**config.mk**
```make
export PLATFORM = sky130hd
export DESIGN_NAME = mac_issue_ctrl_flat
export DESIGN_NICKNAME = d
export VERILOG_FILES = /design/src/rtl/mac_issue_ctrl_if.sv /design/src/rtl/mac_issue_ctrl.sv /design/src/flat_wrapper.sv
export SDC_FILE = /design/constraint.sdc
export NUM_CORES = 2
export LEC_CHECK = 0
export ABC_CLOCK_PERIOD_IN_PS = 3700
export BUFFER_PORTS_ARGS = -buffer_cell sky130_fd_sc_hd__buf_2
export CAP_MARGIN = 20
export CORE_AREA = 2 2 279 281
export CTS_BUF_LIST = sky130_fd_sc_hd__clkbuf_16
export DETAILED_ROUTE_END_ITERATION = 7
export DIE_AREA = 0 0 281 283
export SETUP_SLACK_MARGIN = 0.02
export SLEW_MARGIN = 0
export SYNTH_ARGS = -nofsm -noshare
export SYNTH_HDL_FRONTEND = slang
export SYNTH_SLANG_ARGS = --single-unit
```
**constraint.sdc**
```tcl
create_clock -name CLK -period 3.7 [get_ports CLK]
set_input_delay 0.74 -clock CLK [delete_from_list [all_inputs] [get_ports CLK]]
set_output_delay 0.74 -clock CLK [all_outputs]
set_load 0.02 [all_outputs]
```
**src/rtl/mac_issue_ctrl_if.sv**
```systemverilog
// rtl/mac_issue_ctrl_if.sv - request/response streams and MAC action ports for mac_issue_ctrl
interface mac_issue_ctrl_if #(
   parameter int TAG_W = 4
);
   logic              req_valid;
   logic              req_ready;
   logic [63:0]       req_m1;
   logic [63:0]       req_m2;
   logic [63:0]       req_addend;
   logic [TAG_W-1:0]  req_tag;

   logic              rsp_valid;
   logic              rsp_ready;
   logic [127:0]      rsp_result;
   logic [TAG_W-1:0]  rsp_tag;
   logic              rsp_cached;

   logic [63:0]       mac_m1;
   logic [63:0]       mac_m2;
   logic [63:0]       mac_addend;
   logic              mac_en_get_values;
   logic              mac_rdy_get_values;
   logic              mac_en_result;
   logic [127:0]      mac_result;
   logic              mac_rdy_result;

   // Requester and MAC side (drives requests, consumes responses, plays the MAC)
   modport master (
      output req_valid, req_m1, req_m2, req_addend, req_tag, rsp_ready,
      output mac_rdy_get_values, mac_result, mac_rdy_result,
      input  req_ready, rsp_valid, rsp_result, rsp_tag, rsp_cached,
      input  mac_m1, mac_m2, mac_addend, mac_en_get_values, mac_en_result
   );

   // Controller side
   modport slave (
      input  req_valid, req_m1, req_m2, req_addend, req_tag, rsp_ready,
      input  mac_rdy_get_values, mac_result, mac_rdy_result,
      output req_ready, rsp_valid, rsp_result, rsp_tag, rsp_cached,
      output mac_m1, mac_m2, mac_addend, mac_en_get_values, mac_en_result
   );
endinterface

```
**src/rtl/mac_issue_ctrl.sv**
```systemverilog
// rtl/mac_issue_ctrl.sv - single-outstanding MAC issue controller with repeat-operand result cache
module mac_issue_ctrl #(
   parameter int LAT   = 3,
   parameter int TAG_W = 4
) (
   input  logic                CLK,
   input  logic                RST,
   mac_issue_ctrl_if.slave     bus,
   output logic [31:0]         issue_cnt,
   output logic [31:0]         hit_cnt
);
   localparam int CW = (LAT > 2) ? $clog2(LAT) : 1;

   typedef enum logic [2:0] {
      IDLE,
      ISSUE,
      WAIT,
      CAPTURE,
      RESP
   } state_t;

   state_t            state;
   logic [CW-1:0]     wait_cnt;
   logic [TAG_W-1:0]  lat_tag;

   // Copy of the operands the MAC currently holds; the MAC drops a repeat of these
   logic [63:0]       sh_m1;
   logic [63:0]       sh_m2;
   logic [63:0]       sh_a;
   logic [127:0]      cache_res;

   logic              req_fire;
   logic              req_hit;

   // Only accept while idle; reset masks acceptance so nothing is taken in the reset cycle
   assign bus.req_ready = (state == IDLE) && !RST;
   assign req_fire      = bus.req_valid && bus.req_ready;
   assign req_hit       = (bus.req_m1 == sh_m1) && (bus.req_m2 == sh_m2) &&
                          (bus.req_addend == sh_a);

   // Control FSM with registered outputs; mac_m* double as the latched request triple
   always_ff @(posedge CLK) begin
      if (RST) begin
         state                 <= IDLE;
         wait_cnt              <= '0;
         lat_tag               <= '0;
         sh_m1                 <= '0;
         sh_m2                 <= '0;
         sh_a                  <= '0;
         cache_res             <= '0;
         bus.rsp_valid         <= 1'b0;
         bus.rsp_result        <= '0;
         bus.rsp_tag           <= '0;
         bus.rsp_cached        <= 1'b0;
         bus.mac_m1            <= '0;
         bus.mac_m2            <= '0;
         bus.mac_addend        <= '0;
         bus.mac_en_get_values <= 1'b0;
         bus.mac_en_result     <= 1'b0;
         issue_cnt             <= '0;
         hit_cnt               <= '0;
      end else begin
         bus.mac_en_get_values <= 1'b0;
         bus.mac_en_result     <= 1'b0;
         case (state)
            IDLE: begin
               if (req_fire) begin
                  if (req_hit) begin
                     bus.rsp_valid  <= 1'b1;
                     bus.rsp_result <= cache_res;
                     bus.rsp_tag    <= bus.req_tag;
                     bus.rsp_cached <= 1'b1;
                     hit_cnt        <= hit_cnt + 32'd1;
                     state          <= RESP;
                  end else begin
                     bus.mac_m1     <= bus.req_m1;
                     bus.mac_m2     <= bus.req_m2;
                     bus.mac_addend <= bus.req_addend;
                     lat_tag        <= bus.req_tag;
                     state          <= ISSUE;
                  end
               end
            end
            ISSUE: begin
               if (bus.mac_rdy_get_values) begin
                  bus.mac_en_get_values <= 1'b1;
                  sh_m1                 <= bus.mac_m1;
                  sh_m2                 <= bus.mac_m2;
                  sh_a                  <= bus.mac_addend;
                  issue_cnt             <= issue_cnt + 32'd1;
                  wait_cnt              <= CW'(LAT - 2);
                  state                 <= WAIT;
               end
            end
            WAIT: begin
               // mac_rdy_result may still be high from the previous result here
               if (wait_cnt == '0) begin
                  state <= CAPTURE;
               end else begin
                  wait_cnt <= wait_cnt - 1'b1;
               end
            end
            CAPTURE: begin
               if (bus.mac_rdy_result) begin
                  bus.mac_en_result <= 1'b1;
                  cache_res         <= bus.mac_result;
                  bus.rsp_valid     <= 1'b1;
                  bus.rsp_result    <= bus.mac_result;
                  bus.rsp_tag       <= lat_tag;
                  bus.rsp_cached    <= 1'b0;
                  state             <= RESP;
               end
            end
            RESP: begin
               if (bus.rsp_ready) begin
                  bus.rsp_valid <= 1'b0;
                  state         <= IDLE;
               end
            end
            default: state <= IDLE;
         endcase
      end
   end
endmodule

```
**src/flat_wrapper.sv**
```systemverilog
// flat-port wrapper written by rule: the top's interface ports become plain ports
module mac_issue_ctrl_flat 
#(
   parameter int LAT   = 3,
   parameter int TAG_W = 4
)
  (CLK, RST, issue_cnt, hit_cnt, bus_req_valid, bus_req_m1, bus_req_m2, bus_req_addend, bus_req_tag, bus_rsp_ready, bus_mac_rdy_get_values, bus_mac_result, bus_mac_rdy_result, bus_req_ready, bus_rsp_valid, bus_rsp_result, bus_rsp_tag, bus_rsp_cached, bus_mac_m1, bus_mac_m2, bus_mac_addend, bus_mac_en_get_values, bus_mac_en_result);
  mac_issue_ctrl_if #(.TAG_W(TAG_W)) bus_i ();
  input  logic CLK;
  input  logic RST;
  output logic [31:0] issue_cnt;
  output logic [31:0] hit_cnt;
  input wire logic [$bits(bus_i.req_valid)-1:0] bus_req_valid;
  input wire logic [$bits(bus_i.req_m1)-1:0] bus_req_m1;
  input wire logic [$bits(bus_i.req_m2)-1:0] bus_req_m2;
  input wire logic [$bits(bus_i.req_addend)-1:0] bus_req_addend;
  input wire logic [$bits(bus_i.req_tag)-1:0] bus_req_tag;
  input wire logic [$bits(bus_i.rsp_ready)-1:0] bus_rsp_ready;
  input wire logic [$bits(bus_i.mac_rdy_get_values)-1:0] bus_mac_rdy_get_values;
  input wire logic [$bits(bus_i.mac_result)-1:0] bus_mac_result;
  input wire logic [$bits(bus_i.mac_rdy_result)-1:0] bus_mac_rdy_result;
  output wire logic [$bits(bus_i.req_ready)-1:0] bus_req_ready;
  output wire logic [$bits(bus_i.rsp_valid)-1:0] bus_rsp_valid;
  output wire logic [$bits(bus_i.rsp_result)-1:0] bus_rsp_result;
  output wire logic [$bits(bus_i.rsp_tag)-1:0] bus_rsp_tag;
  output wire logic [$bits(bus_i.rsp_cached)-1:0] bus_rsp_cached;
  output wire logic [$bits(bus_i.mac_m1)-1:0] bus_mac_m1;
  output wire logic [$bits(bus_i.mac_m2)-1:0] bus_mac_m2;
  output wire logic [$bits(bus_i.mac_addend)-1:0] bus_mac_addend;
  output wire logic [$bits(bus_i.mac_en_get_values)-1:0] bus_mac_en_get_values;
  output wire logic [$bits(bus_i.mac_en_result)-1:0] bus_mac_en_result;
  assign bus_i.req_valid = bus_req_valid;
  assign bus_i.req_m1 = bus_req_m1;
  assign bus_i.req_m2 = bus_req_m2;
  assign bus_i.req_addend = bus_req_addend;
  assign bus_i.req_tag = bus_req_tag;
  assign bus_i.rsp_ready = bus_rsp_ready;
  assign bus_i.mac_rdy_get_values = bus_mac_rdy_get_values;
  assign bus_i.mac_result = bus_mac_result;
  assign bus_i.mac_rdy_result = bus_mac_rdy_result;
  assign bus_req_ready = bus_i.req_ready;
  assign bus_rsp_valid = bus_i.rsp_valid;
  assign bus_rsp_result = bus_i.rsp_result;
  assign bus_rsp_tag = bus_i.rsp_tag;
  assign bus_rsp_cached = bus_i.rsp_cached;
  assign bus_mac_m1 = bus_i.mac_m1;
  assign bus_mac_m2 = bus_i.mac_m2;
  assign bus_mac_addend = bus_i.mac_addend;
  assign bus_mac_en_get_values = bus_i.mac_en_get_values;
  assign bus_mac_en_result = bus_i.mac_en_result;
  mac_issue_ctrl #(.LAT(LAT), .TAG_W(TAG_W)) u_core (.CLK(CLK), .RST(RST), .bus(bus_i), .issue_cnt(issue_cnt), .hit_cnt(hit_cnt));
endmodule
```
Word-level counts from Yosys, hierarchy flattened
Index checks and enable logic that the tools add are counted.
{"block": "classes", "order_cmp": 0, "mux": 27, "div": 0, "eq_ne": 14, "bitwise_logic": 3, "shift": 0, "n_addsub": 3, "n_mul": 0, "n_reduce_logical": 20}
{"operator": "$mux W128", "count": 3}
{"operator": "$pmux W128 S2", "count": 1}
{"operator": "$eq A64 B64 Y1", "count": 3}
{"operator": "$add A32 B1 Y32 const B", "count": 2}
{"operator": "$mux W3", "count": 6}
{"operator": "$pmux W3 S5", "count": 1}
{"operator": "$mux W4", "count": 3}
{"operator": "$reduce_and A5 Y1", "count": 2}
{"operator": "$reduce_and A3 Y1", "count": 3}
{"operator": "$ne A2 B2 Y1 const B", "count": 4}
{"operator": "$pmux W4 S2", "count": 1}
{"operator": "$mux W1", "count": 7}
{"operator": "$eq A3 B2 Y1 const B", "count": 2}
{"operator": "$ne A2 B1 Y1 const B", "count": 3}
{"operator": "$logic_and A1 B1 Y1", "count": 4}
{"operator": "$mux W2", "count": 2}
{"operator": "$pmux W2 S2", "count": 1}
{"operator": "$reduce_and A2 Y1", "count": 2}
{"operator": "$reduce_and A4 Y1", "count": 1}
{"operator": "$reduce_bool A2 Y1", "count": 2}
{"operator": "$reduce_or A2 Y1", "count": 2}
{"operator": "$eq A3 B1 Y1 const B", "count": 1}
{"operator": "$eq A3 B3 Y1 const B", "count": 1}
{"operator": "$logic_not A3 Y1", "count": 1}
{"operator": "other kinds (7)", "count": 9}
{"block": "word_totals", "rom_bits": 0, "mem_bits_rw": 0, "input_bits": 330, "wordCells": 85, "latchBits": 0, "n_memories": 0, "output_inout_bits": 393, "reg_bits": 721}

Depth between registers and ports, before layout
{"block": "depth", "word_depth": 6, "ltp_mapped": 12, "ltp_nobuf": 7}

Least setup slack after synthesis
Ideal clock, no wire load.
{"block": "synth_timing", "path_type": "in2reg", "startpoint": "input port RST", "endpoint": "register u_core.bus.rsp_result[100]", "path_stages": 7, "arrival_ns": 2.847, "setup_time_ns": 0.081, "required_ns": 3.619, "setup_slack_ns": 0.772, "n_path_buf": 3, "cell_sequence": "nor4_1 -> and2_1 -> clkbuf_1 -> clkbuf_1 -> clkbuf_1 -> a211oi_1 -> a211oi_2"}
{"block": "synth_between", "elab_chain_cells": 5}
{"item": "from (decl)", "line": "flat_wrapper.sv:10", "rtl": "input logic RST;"}
{"item": "$logic_not A1 Y1", "line": "mac_issue_ctrl.sv:36", "rtl": "assign bus.req_ready = (state == IDLE) && !RST;"}
{"item": "$logic_and A1 B1 Y1", "line": "mac_issue_ctrl.sv:36"}
{"item": "$logic_and A1 B1 Y1", "line": "mac_issue_ctrl.sv:37", "rtl": "assign req_fire = bus.req_valid && bus.req_ready;"}
{"item": "$ne A2 B1 Y1 (no line)"}
{"item": "$reduce_and A4 Y1 (no line)"}
{"item": "to (signal assigned)", "line": "mac_issue_ctrl.sv:70", "rtl": "bus.rsp_result <= cache_res;"}
{"item": "to (signal assigned)", "line": "mac_issue_ctrl.sv:108", "rtl": "bus.rsp_result <= bus.mac_result;"}
{"item": "to (decl)", "line": "mac_issue_ctrl_if.sv:39", "rtl": "output req_ready, rsp_valid, rsp_result, rsp_tag, rsp_cached,"}
Several ways; a longest one is shown, not always the timed one.
A chain may end at the register's enable or synchronous reset.

Worst setup path in the final report
{"block": "layout_timing", "startpoint": "register u_core.sh_m2[46]", "endpoint": "register u_core.hit_cnt[2]"}
{"block": "layout_between", "elab_chain_cells": 4}
{"item": "from (decl)", "line": "mac_issue_ctrl.sv:28", "rtl": "logic [63:0] sh_m2;"}
{"item": "from (signal assigned)", "line": "mac_issue_ctrl.sv:88", "rtl": "sh_m2 <= bus.mac_m2;"}
{"item": "$eq A64 B64 Y1", "line": "mac_issue_ctrl.sv:38", "rtl": "assign req_hit = (bus.req_m1 == sh_m1) && (bus.req_m2 == sh_m2) &&"}
{"item": "$logic_and A1 B1 Y1 (2 in series)", "line": "mac_issue_ctrl.sv:38"}
{"item": "$reduce_and A3 Y1 (no line)"}
{"item": "to (signal assigned)", "line": "mac_issue_ctrl.sv:73", "rtl": "hit_cnt <= hit_cnt + 32'd1;"}
{"item": "to (decl)", "line": "mac_issue_ctrl.sv:10", "rtl": "output logic [31:0] hit_cnt"}
No other way between the ends.

==> metrics.txt <==
initial antenna violation count 39; R2R Path Start u_core.sh_m2[46]; ANT nets after route 0; CTS sink count 721; RSZ-0062 raised after global routing false; clk_skew 0.0232 ns; Clk pin slew, worst setup/hold paths 0.06 ns; CTS root buffer clkbuf_16; Die ar. 79500 sq um; worst setup margin 0.420 ns; layout cells sized above 1 24.2%; post-detail-place hpwl 80300 microns; CP max stage delay 0.73 ns; Mapped Cells 3585; max-cap viol count 0; synthesized area per cell 8.48 sq um; DRC Markers 0; worst setup path category flop to flop; I/O pin cnt 723; first-pass GRT wire length 172000 microns; grt total ovfl 0; Placement Rows 102; largest area contributor in the netlist dfxtp_1; most frequent cell after synthesis dfxtp_1; critical-path maximum fanout 7; main area contributors after synthesis dfxtp_1, a21oi_1, nand2_1; setup slack at placement -0.182 ns; drt via density 5.43; Synth top cells by count dfxtp_1, nand2_1, a21oi_1; worst skew pair latency 0.64 ns; Startpoint Class flop; drt pass-1 iters 5; outcome completed; drt initial violations 2411; largest net degree at the start of global routing 182; Net count, final 4501; initial core utilization 39.6%; overall routing resource usage 28.0%; Peak Freq 305 MHz; DRT Wirelength 116000 microns; Num CTS Buffers 82; cell mode on critical path buf_4; Die Wd 281 microns; Critical Path Start u_core.sh_m2[46]; postcts setup bufs 0; Slew Limit Fails 0; EDFF count, synth 0; Async SR Flop Fraction 0%; worst hold margin 0.353 ns; via count of the first global-routing pass 26800; Final Util 49.4%; CTS tree yes; Yosys cell types 42; Met2 Routed Length 53400 microns; Area Growth Syn to Fin 24.8%; register bit total from synthesis 721; dominant synthesized flop cell dfxtp_1; vias 28800; Worst-Margin Slew 0.939 ns; Yosys top cell area share 47.5%; Cell Chain, Critical Path xor2_1 -> nor4_1 -> buf_4 -> nand4_1 -> nor4_2 -> nand4_1 -> buf_4 -> buf_4 -> or4_1 -> a21oi_1; Post-CTS Resized 0; worst endpoint required time 4.25 ns; PortBufs 722; Slew headroom 37.4%; shortest period the worst path allows 3.28 ns; wire length on met3 8350 microns; sequential fraction of the synthesis area 47.5%; Setup crit end kind flop; Layout Cells excl Fill 5305; Slowest-stage cell, CP nor4_1; CP Buf/Inv Count 3; CTS HTree Levels 3; final setup violation count 0; cts hold-fix bufs 0; Leak 0.0144 uW; Synth Net Count 3918; final setup TNS 0 ns; M1 WL 49700 microns; maximum VDD drop 301 uV; Fin. Hold Viols 0; Mapped Area 30400 sq um; part of the cycle the worst path needs 88.7%; CORE AREA 76700 sq um; die height 283 microns; Cells after DPL 5124; Hold Path Class input pin to flop; Worst Path Arrival 3.83 ns; Hold Crit Start bus_mac_result[44]; Yosys Warn Count 0; maximum clock path buffer count 3; GPL Wtd Cong 0.869; Crit path max-delay family simple AND/OR/NAND/NOR gates; highest routed metal layer met5; PD cells 467 nW/um^2; Wirelength per Cell 21.9 microns
## where the power goes
group | switching [uW] | internal [uW] | leakage [uW]
clock | 3490 | 4350 | 0.00131
sequential | 132 | 7960 | 0.00583
combinational | 1230 | 552 | 0.00728
total | 4850 | 12900 | 0.0144
## state kept, by name, indices dropped and copies added, names as in the netlist, 3 cells and up
signal	count
u_core.bus.mac_addend	64
u_core.bus.mac_m1	64
u_core.bus.mac_m2	64
u_core.bus.rsp_result	128
u_core.bus.rsp_tag	4
u_core.cache_res	128
u_core.hit_cnt	32
u_core.issue_cnt	32
u_core.lat_tag	4
u_core.sh_a	64
u_core.sh_m1	64
u_core.sh_m2	64
u_core.state	3
## stage by stage
stage,power [uW],instance area [sq um]
after global placement,10000,35300
after floorplan,9170,30400
final,17700,37900
after CTS,17900,37800
after detailed placement,10000,35300
after global routing,18300,37900
## cells in the final DEF (no fill, tap or decap), drive strengths merged, types with 52 or more instances in the layout
cell | Yosys | layout
dfxtp | 721 | 721
a21oi | 549 | 549
nand3 | 216 | 216
inv | 29 | 55
nor4 | 52 | 52
o21ai | 204 | 204
clkbuf | 268 | 82
nor2 | 53 | 53
a211oi | 266 | 266
nand2 | 661 | 661
mux2i | 133 | 133
xor2 | 187 | 187
buf | 58 | 825
## final timing paths
kind / cells after the start / slack, ns / endpoint
setup / recovery: 10 / 0.42 / u_core.hit_cnt[2]
hold / removal: 3 / 0.35 / u_core.cache_res[44]
setup reg to reg: 10 / 0.42 / u_core.hit_cnt[2]
hold reg to reg: 2 / 0.45 / u_core.cache_res[4]
## tightest hold or removal path, cell delays in order
cell,delay [ns]
buf_2,0.10
nand2_1,0.05
a21oi_1,0.05
## logic make-up (layout without fill, tap and decap cells)
logic type / after synthesis / count (layout) / synth area share (%)
flops: 721 / 721 / 47.5
xor+xnor: 219 / 219 / 6.31
buf+inv: 355 / 1003 / 4.87
other cells: 0 / 32 / 0
simple gates: 1102 / 1102 / 16.0
compound gates: 1044 / 1044 / 20.5
fa+ha+maj: 3 / 3 / 0.124
mux: 141 / 141 / 4.68
## layer usage
metal | vias to the layer above | track usage (%)
met5 | - | 0
met4 | 10 | 13.4
met3 | 220 | 5.54
met2 | 1035 | 42.9
met1 | 13700 | 37.6
li1 | 13800 | -
## cell type report
type	instances	area, sq um
timing repair buffer	825	4930
sequential	721	14400
inverter	29	109
clock inverter	67	483
antenna	32	80.1
tap	1040	1300
clock buffer	82	2050
multi-input combinational	2509	14500
fill	7554	38800
No activity file was read; power rests on OpenSTA's default activity.
